**config.mk**
```make
export PLATFORM = sky130hd
export DESIGN_NAME = ram_access_sequencer
export DESIGN_NICKNAME = d
export VERILOG_FILES = /design/src/rtl/ram_access_sequencer.sv
export SDC_FILE = /design/constraint.sdc
export NUM_CORES = 1
export LEC_CHECK = 0
export BUFFER_PORTS_ARGS = -buffer_cell sky130_fd_sc_hd__buf_2
export CELL_PAD_IN_SITES_DETAIL_PLACEMENT = 1
export CELL_PAD_IN_SITES_GLOBAL_PLACEMENT = 1
export CORE_MARGIN = 3
export CORE_UTILIZATION = 36
export CTS_CLUSTER_SIZE = 14
export DETAILED_ROUTE_END_ITERATION = 7
export GPL_TIMING_DRIVEN = 0
export HOLD_SLACK_MARGIN = 0.02
export PLACE_DENSITY_LB_ADDON = 0.1
export SLEW_MARGIN = 5
export SYNTH_ARGS = -nofsm -noshare
export SYNTH_HDL_FRONTEND = slang
export SYNTH_SLANG_ARGS = --single-unit
```
**constraint.sdc**
```tcl
create_clock -name clk -period 1.7 [get_ports clk]
set_input_delay 0.17 -clock clk [delete_from_list [all_inputs] [get_ports clk]]
set_output_delay 0.17 -clock clk [all_outputs]
set_load 0.02 [all_outputs]
```
**src/rtl/ram_access_sequencer.sv**
```systemverilog
// Arbitrates two requesters onto the RAM write port and read port 1,
// sequencing direct and pointer-indirect loads and stores.
module ram_access_sequencer #(
    parameter int DATA_W = 11,
    parameter int ADDR_W = 3
) (
    input  logic              clk,
    input  logic              reset,
    input  logic              a_req,
    input  logic [1:0]        a_op,
    input  logic [ADDR_W-1:0] a_addr,
    input  logic [DATA_W-1:0] a_wdata,
    output logic              a_ack,
    output logic [DATA_W-1:0] a_rdata,
    input  logic              b_req,
    input  logic [1:0]        b_op,
    input  logic [ADDR_W-1:0] b_addr,
    input  logic [DATA_W-1:0] b_wdata,
    output logic              b_ack,
    output logic [DATA_W-1:0] b_rdata,
    output logic [DATA_W-1:0] ram_wr_data,
    output logic [ADDR_W-1:0] ram_wr_addr,
    output logic              ram_wr_en,
    output logic [ADDR_W-1:0] ram_rd_addr,
    input  logic [DATA_W-1:0] ram_rd_data,
    output logic              busy,
    output logic              grant
);

    localparam logic [1:0] S_IDLE   = 2'd0;
    localparam logic [1:0] S_PTR    = 2'd1;
    localparam logic [1:0] S_ACCESS = 2'd2;
    localparam logic [1:0] S_DONE   = 2'd3;

    logic [1:0]        state_q, state_d;
    logic              last_grant_q, last_grant_d;
    logic              grant_q, grant_d;
    logic [1:0]        op_q, op_d;
    logic [ADDR_W-1:0] addr_q, addr_d;
    logic [DATA_W-1:0] wdata_q, wdata_d;
    logic [ADDR_W-1:0] ptr_q, ptr_d;
    logic [DATA_W-1:0] a_rdata_q, a_rdata_d;
    logic [DATA_W-1:0] b_rdata_q, b_rdata_d;

    logic              win_b;
    logic [ADDR_W-1:0] eff;

    // On a tie the requester that was not served last wins.
    assign win_b = b_req & (~a_req | ~last_grant_q);
    assign eff   = op_q[1] ? ptr_q : addr_q;

    always_comb begin
        state_d      = state_q;
        last_grant_d = last_grant_q;
        grant_d      = grant_q;
        op_d         = op_q;
        addr_d       = addr_q;
        wdata_d      = wdata_q;
        ptr_d        = ptr_q;
        a_rdata_d    = a_rdata_q;
        b_rdata_d    = b_rdata_q;
        unique case (state_q)
            S_IDLE: begin
                if (a_req | b_req) begin
                    grant_d      = win_b;
                    last_grant_d = win_b;
                    op_d         = win_b ? b_op    : a_op;
                    addr_d       = win_b ? b_addr  : a_addr;
                    wdata_d      = win_b ? b_wdata : a_wdata;
                    state_d      = op_d[1] ? S_PTR : S_ACCESS;
                end
            end
            S_PTR: begin
                ptr_d   = ram_rd_data[ADDR_W-1:0];
                state_d = S_ACCESS;
            end
            S_ACCESS: begin
                if (op_q[0]) begin
                    if (grant_q) b_rdata_d = ram_rd_data;
                    else         a_rdata_d = ram_rd_data;
                end
                state_d = S_DONE;
            end
            S_DONE: begin
                state_d = S_IDLE;
            end
            default: begin
                state_d = S_IDLE;
            end
        endcase
    end

    always_ff @(posedge clk or negedge reset) begin
        if (!reset) begin
            state_q      <= S_IDLE;
            last_grant_q <= 1'b1;
            grant_q      <= 1'b0;
            op_q         <= '0;
            addr_q       <= '0;
            wdata_q      <= '0;
            ptr_q        <= '0;
            a_rdata_q    <= '0;
            b_rdata_q    <= '0;
        end else begin
            state_q      <= state_d;
            last_grant_q <= last_grant_d;
            grant_q      <= grant_d;
            op_q         <= op_d;
            addr_q       <= addr_d;
            wdata_q      <= wdata_d;
            ptr_q        <= ptr_d;
            a_rdata_q    <= a_rdata_d;
            b_rdata_q    <= b_rdata_d;
        end
    end

    // RAM controls decode from registered state so reset kills a write at once.
    always_comb begin
        ram_wr_en   = (state_q == S_ACCESS) & ~op_q[0];
        ram_wr_addr = ram_wr_en ? eff : '0;
        ram_wr_data = ram_wr_en ? wdata_q : '0;
        ram_rd_addr = '0;
        if (state_q == S_PTR)
            ram_rd_addr = addr_q;
        else if ((state_q == S_ACCESS) && op_q[0])
            ram_rd_addr = eff;
    end

    assign a_ack   = (state_q == S_DONE) & ~grant_q;
    assign b_ack   = (state_q == S_DONE) & grant_q;
    assign busy    = (state_q != S_IDLE);
    assign grant   = grant_q;
    assign a_rdata = a_rdata_q;
    assign b_rdata = b_rdata_q;

endmodule
```
Word level (Yosys, flattened, before mapping)
Index checks and enable logic that the tools add are counted.
{"block": "totals", "reg_bits": 45, "input_bits": 47}
{"block": "op_classes", "reduce_logical": 6, "n_eq_ne": 4, "bitwise_logic": 10, "mux": 11}
{"operator": "$mux W11", "count": 2}
{"operator": "$mux W3", "count": 5}
{"operator": "$pmux W2 S4", "count": 1}
{"operator": "$mux W2", "count": 3}
{"operator": "$reduce_and A3 Y1", "count": 2}
{"operator": "$and A1 B1 Y1", "count": 4}
{"operator": "$eq A2 B2 Y1 const B", "count": 2}
{"operator": "$not A1 Y1", "count": 4}
{"operator": "$eq A2 B1 Y1 const B", "count": 1}
{"operator": "$logic_not A2 Y1", "count": 1}
{"operator": "$ne A2 B2 Y1 const B", "count": 1}
{"operator": "$or A1 B1 Y1", "count": 2}
{"operator": "$reduce_and A2 Y1", "count": 1}
{"operator": "$reduce_bool A2 Y1", "count": 1}
{"operator": "$logic_and A1 B1 Y1", "count": 1}

Logic depth before layout (Yosys ltp)
Gate-level depths: netlist (run 1).
{"block": "logic_depth", "word_depth": 7, "depth_mapped": 7}

Worst setup path after synthesis (run 1)
OpenSTA, ideal clock, no wires.
{"block": "synth_path", "path_kind": "register -> output", "startpoint": "register state_q[1]", "endpoint": "output port ram_rd_addr[0]", "arrival_ns": 1.514, "n_path_buf": 1, "slack_ns": 0.016, "stages_incl_launch_ff": 7, "path_cell_list": "dfrtp_1 -> inv_1 -> ha_1 -> clkbuf_1 -> nor2b_1 -> a21oi_1 -> o21ai_0"}
{"block": "synth_between", "elab_chain_len": 4, "word_cells_on_any_way": 5, "cone_classes": "eq/ne (2); mux (2); reduce/logical (1)"}
{"element": "from (decl)", "line": "35", "source": "logic [1:0] state_q, state_d;"}
{"element": "from (signal assigned)", "line": "105", "source": "state_q <= state_d;"}
{"element": "$eq A2 B2 Y1", "line": "125", "source": "else if ((state_q == S_ACCESS) && op_q[0])"}
{"element": "$logic_and A1 B1 Y1", "line": "125"}
{"element": "$mux W3", "line": "125"}
{"element": "$mux W3 *", "line": "123", "source": "if (state_q == S_PTR)"}
{"element": "to (decl)", "line": "24", "source": "output logic [ADDR_W-1:0] ram_rd_addr,"}
Mark *: on every way between the ends. The rest lies on a longest branch, timed or not.

Worst setup path after layout (run 1)
{"block": "layout_path", "startpoint": "register state_q[1]", "endpoint": "output port ram_wr_data[6]"}
{"block": "layout_between", "elab_chain_len": 3}
{"element": "$eq A2 B2 Y1", "line": "119", "source": "ram_wr_en = (state_q == S_ACCESS) & ~op_q[0];"}
{"element": "$and A1 B1 Y1", "line": "119"}
{"element": "$mux W11", "line": "121", "source": "ram_wr_data = ram_wr_en ? wdata_q : '0;"}
{"element": "to (decl)", "line": "21", "source": "output logic [DATA_W-1:0] ram_wr_data,"}
No other way between the ends.

==> results of run 1 <==
## cell usage after synthesis, types with 2 or more instances
library cell   n
o21ai_0        4
dfrtp_1       44
a21oi_1       36
nor2b_1        7
nor2_1        18
mux2_4        10
buf_6          2
buf_4          2
inv_1          3
o21a_1         2
and2_1        12
mux2_2        15
ha_1           5
nand2b_1       2
buf_2          4
nand2_1       21
clkbuf_1       2
## state kept, by name, summed over array words and instances, names as in the netlist
register / cells
op_q: 2
a_rdata: 11
ptr_q: 3
grant: 1
last_grant_q: 1
state_q: 2
addr_q: 3
b_rdata: 11
wdata_q: 11
## final cells by class
| cell class | count | area (um^2) |
|---|---|---|
| Buffer | 9 | 77.6 |
| Clock buffer | 5 | 68.8 |
| Clock inverter | 3 | 46.3 |
| Fill cell | 658 | 2580 |
| Inverter | 4 | 22.5 |
| Multi-Input combinational cell | 144 | 1090 |
| Sequential cell | 45 | 1130 |
| Tap cell | 72 | 90.1 |
| Timing Repair Buffer | 98 | 606 |
## worst register-to-register path, delay by kind of cell (launching register included)
family	cells	cell delay [ns]
simple gates	1	0.52
flops	1	0.46
buf+inv	3	0.31
fa+ha+maj	1	0.14
compound gates	1	0.12
## kinds of logic (layout without fill, tap and decap cells)
kind of cell             count (synthesis)  in the layout
buffers and inverters                   14            119
adder cells (fa/ha/maj)                  5              5
multiplexers                            25             25
flip-flops                              45             45
AO/OA/AOI/OAI                           50             50
AND/OR/NAND/NOR                         64             64
## per-stage QoR
step	std cells	hold WS [ns]	area [um^2]	TNS (ns)	utilization (%)
floorplan	203	-0.126	2190	0	-
global placement	364	0.408	2730	-1.48	47.7
detailed placement	364	0.412	2730	-2.22	47.7
CTS	377	0.0631	3040	-0.403	53.3
global route	380	0.0721	3130	-0.881	54.8
finish	380	0.0368	3130	-0.0414	54.8
## per-layer routing
metal / global-route usage, % / vias to the layer above / part of all wire (%)
met5: 0 / - / 0
met4: 6.14 / 0 / 1.1
met3: 3.55 / 5 / 4.3
met2: 30.7 / 48 / 51
met1: 24.0 / 917 / 44
li1: - / 894 / -
## how the worst min path moves through the flow
stage / from / endpoint / slack, ns / depth (start not counted)
3_3_place_gp: reset / a_rdata[8] / 0.41 / 1
4_1_cts: reset / a_rdata[8] / 0.06 / 1
2_1_floorplan: reset / a_rdata[0] / -0.13 / 0
6_report: reset / a_rdata[7] / 0.04 / 1
3_5_place_dp: reset / a_rdata[8] / 0.41 / 1
5_1_grt: a_wdata[3] / wdata_q[3] / 0.07 / 3
## power groups by stage
stage / logic, uW / clock network (uW) / registers, uW
finish: 3420 / 838 / 2020
detailed placement: 2860 / 0 / 2010
floorplan: 1650 / 0 / 2290
CTS: 3280 / 870 / 2000
global route: 3760 / 918 / 2100
global placement: 2780 / 0 / 1990
## repair_timing
action,in CTS,in global routing
setup buffers,5,3
setup endpoints to repair,27,40
gates resized for setup,51,22
pin swaps,2,13
cloned,1,0
==> impl_metrics.ini, run 1 <==
[run_status]
violations = setup timing
outcome = complete, but fails checks

[worst_setup_path]
rr_endpoint = state_q[0]
slowest_stage = dfrtp_1
worstSetupStartpoint = state_q[1]
cp-endpoint = ram_wr_data[6]
critical_path_buf_inv_count = 4
critical_path_class = reg2out
end_kind = primary output
cp_common_cell = buf_6
cp.required_ns = 1.53
rr_worst_depth = 6
r2r_slack_ns = 0.05
crit_chain = buf_6 > ha_4 > nand2b_4 > inv_6 > buf_8 > and2_4 > buf_6
crit_family = flip-flops
start_kind = flop
cp.depth = 7
max_stage_delay_ns = 0.42
critical_path_arrival_ns = 1.55
r2r-start = state_q[0]
worst-path-max-fanout = 5

[drt]
detail-route-antenna-nets = 0
viasPerCell = 4.91
drt-initial-drc-count = 57
drcViolationCount = 0
wirelength_um = 6100
first_pass_iters = 4
via_count = 1864
wl_per_cell_um = 16.1

[cells_and_area]
area_delta_synth_final_pct = 42.9
drive_above_1_share_pct = 55.5
diodes = 0
final_cell_mix = 75 x buf_2, 43 x dfrtp_1, 34 x a21oi_1, 21 x nand2_1
mostFrequentLayoutCell = buf_2
fin_nets = 359

[cts]
hold_buffers = 0
htreeDepth = 2
cts-root-buf = clkbuf_8
clkTransAtPathRegs_ns = 0.09
cts_buffers = 5
cts_tree = done
cts.sinks = 45
clk_latency_ns = 0.30
clk_path_buf_depth = 2

[yosys]
ys_types = 31
synth_ff_type = dfrtp_1
synth-adder-area-share_pct = 2.86
netlist_instances = 203
synth_compound_area_share_pct = 13.5
synth_top_cell_area_share_pct = 50.3
avgSynthCellArea_um2 = 10.8
syn_nets = 255
synthMuxAreaShare_pct = 14.6
synth_xor_xnor_area_share_pct = 0
synth_edf_count = 0
yosysSeqAreaShare_pct = 51.5
synth_area_leader_cell = dfrtp_1
synth_seq_cells = 45
yosys-top-cells-area = dfrtp_1 50%, a21oi_1 8.2%, mux2_2 7.7%
synthesis.area_um2 = 2190
async_reset_ff_share_pct = 100
yosys_warnings = 0
synth_top_family_by_area = multiplexers
synthSimpleGateAreaFrac_pct = 13.9

[sta]
slew_viol_final = 0
hold_violations = 0
finClkSkew_ns = 0.0119
finalSetupViolCount = 5
layout_min_cycle_time_ns = 1.72
fin_crit_sh_pct = 101
rsz0062_at_grt = true
relSlewSlack_pct = 30.9
setup_ws_ns = -0.0152
worst_pin_slew_ns = 1.04
fmax_mhz = 583

[placement]
post-dp-hpwl_um = 4300
pre_cts_ws_ns = -0.230
gp_congestion = 0.781
io_buffers = 89

[power]
power_frac_comb_pct = 54.5
p_per_area_nw_per_um2 = 2010
p_int_uw = 3720
power_frac_seq_pct = 32.2
vdd_drop_max_mv = 0.874
power_uw = 6280
power.leakage_uw = 0.00154
power_switching_uw = 2560
switching_share_pct = 40.8
clkPwrFrac_pct = 13.3

[global_routing]
grt_max_degree = 46
antenna_found_initial = 0
grt_pass1_vias = 2043
grt_use_total_pct = 18.4
grt_pass1_wl_um = 10400
grt-ovfl-total = 0

[floorplan]
start_util_pct = 38.4
rows = 27
die_w_um = 84.0
dieArea_um2 = 7050
core-area_um2 = 5710
chipHeight_um = 84.0
io_pins = 91

[run]
drv_cap = 0

[min_path]
worstHoldPathType = in2async
No activity file was read; power rests on OpenSTA's default activity.
==> inputs of run 2 (changes only) <==
--- a/config.mk
+++ b/config.mk
@@ -6,6 +6,7 @@
 export NUM_CORES = 1
 export LEC_CHECK = 0
 export BUFFER_PORTS_ARGS = -buffer_cell sky130_fd_sc_hd__buf_2
+export CAP_MARGIN = 0
 export CELL_PAD_IN_SITES_DETAIL_PLACEMENT = 1
 export CELL_PAD_IN_SITES_GLOBAL_PLACEMENT = 1
 export CORE_MARGIN = 3
==> constraint.sdc (replaced) <==
create_clock -name clk -period 1.7 [get_ports clk]
set_input_delay 0 -clock clk [delete_from_list [all_inputs] [get_ports clk]]
set_output_delay 0 -clock clk [all_outputs]
set_load 0.02 [all_outputs]
==> run 2 against run 1 <==
  * The run now ends clean
  * Routed wire length increased by 8.5%
  * Worst hold slack got worse by 0.013 ns
  * Critical endpoint is now ram_wr_data[2]
  * Largest power group unchanged
  * Clock skew decreased by 0.00083 ns
==> impl_metrics.ini, run 2 (synthesized netlist as in run 1, its figures left out) <==
[cells_and_area]
area_delta_synth_final_pct = 53.8
fin_nets = 395
nFillCells = 647
final_cell_mix = 88 x buf_2, 44 x dfrtp_1, 41 x dlygate4sd3_1, 36 x a21oi_1, 21 x nand2_1
mostFrequentLayoutCell = buf_2
finalNonFillerCells = 418
drive_above_1_share_pct = 44.2

[drt]
drcViolationCount = 0
wl_per_cell_um = 15.8
viasPerCell = 4.82
wirelength_um = 6620
detail-route-antenna-nets = 0
first_pass_iters = 4
drt-initial-drc-count = 111
via_count = 2014

[worst_setup_path]
worst-path-max-fanout = 10
end_kind = primary output
crit_family = buffers and inverters
cp.required_ns = 1.70
start_kind = flop
slowest_stage = dfrtp_1
rr_worst_depth = 6
cp.depth = 7
max_stage_delay_ns = 0.41
crit_chain = buf_4 > ha_4 > nand2b_4 > inv_2 > clkbuf_8 > and2_1 > buf_2
critical_path_arrival_ns = 1.61
critical_path_buf_inv_count = 4
critical_path_class = reg2out

[sta]
fmax_mhz = 620
rsz0062_at_grt = false
fin_crit_sh_pct = 94.9
worst_pin_slew_ns = 1.02
finalSetupViolCount = 0
slew_viol_final = 0
setup_ws_ns = 0.0873
layout_min_cycle_time_ns = 1.61
finClkSkew_ns = 0.0111
relSlewSlack_pct = 31.9
hold_violations = 0
fin_setup_tns_ns = 0

[global_routing]
grt-ovfl-total = 0
grt_pass1_vias = 2280
antenna_found_initial = 2
grt_pass1_wl_um = 11500
grt_max_degree = 46
grt_use_total_pct = 20.6

[placement]
dp.cells = 364
pre_cts_ws_ns = -0.0598
io_buffers = 89
post-dp-hpwl_um = 4300
gp_congestion = 0.781

[cts]
cts-root-buf = clkbuf_8
clk_latency_ns = 0.31
cts_buffers = 5
clk_path_buf_depth = 2
htreeDepth = 2
cts_tree = done
cts.sinks = 45
clkTransAtPathRegs_ns = 0.09

[power]
power.leakage_uw = 0.00166
vdd_drop_max_mv = 0.881
p_per_area_nw_per_um2 = 1780
power_uw = 6000

[floorplan]
chipHeight_um = 84.0
rows = 27
die_w_um = 84.0
start_util_pct = 38.4
io_pins = 91
dieArea_um2 = 7050
core-area_um2 = 5710

[min_path]
hold_depth = 3
worstHoldPathType = in2reg

[run]
drv_cap = 0

[run_status]
outcome = finished, final reports clean
[run 2: cell type report]
class                   count  area, um^2  share of cell area (%)
diodes                      2        5.00                   0.149
plain buffers               9        80.1                    2.38
clock buffers               5        68.8                    2.04
clock inverters             3        46.3                    1.37
inverters                   4        15.0                   0.446
multi-input cells         144        1040                    30.9
flip-flops and latches     45        1130                    33.5
well taps                  72        90.1                    2.67
repair buffers            134         893                    26.5
[run 2: final timing paths]
| kind | startpoint | end | slack [ns] |
|---|---|---|---|
| setup / recovery | state_q[1] | ram_wr_data[2] | 0.09 |
| hold / removal | b_addr[1] | addr_q[1] | 0.02 |
| setup reg to reg | state_q[0] | state_q[0] | 0.09 |
| hold reg to reg | b_rdata[10] | b_rdata[10] | 0.51 |
| max in group asynchronous | reset | wdata_q[5] | 0.66 |
| min in group asynchronous | reset | a_rdata[7] | 0.41 |
[run 2: layer usage]
metal,share of wire (%),global-route usage (%)
met2,52,36.2
met4,1.5,7.46
met1,42,24.3
met5,0,0
met3,4.7,5.03
[run 2: tightest hold or removal path: stages]
cell and delay [ns]:
buf_2 0.08, a21oi_1 0.05, a21oi_1 0.14
[run 2: power by group]
group | internal (uW) | switching (uW) | total, uW
sequential | 1640 | 346 | 1980
clock | 440 | 390 | 830
combinational | 1470 | 1720 | 3190
total | 3540 | 2460 | 6000
[run 2: stage by stage]
| stage | hold slack (ns) | util, % | cell area [um^2] |
|---|---|---|---|
| after detailed placement | 0.242 | 47.7 | 2730 |
| after global placement | 0.238 | 47.7 | 2730 |
| after CTS | 0.0214 | 57.9 | 3310 |
| after floorplan | -0.296 | - | 2190 |
| final | 0.0235 | 59.0 | 3370 |
| after global routing | 0.0317 | 59.0 | 3370 |
[run 2: repair_timing]
| item | CTS | global route |
|---|---|---|
| pin swaps | 0 | 2 |
| hold buffers | 42 | 0 |
| gates resized for setup | 11 | 14 |
| setup endpoints to repair | 24 | 32 |
| buffers inserted | 2 | 2 |
| hold endpoints to repair | 85 | 0 |
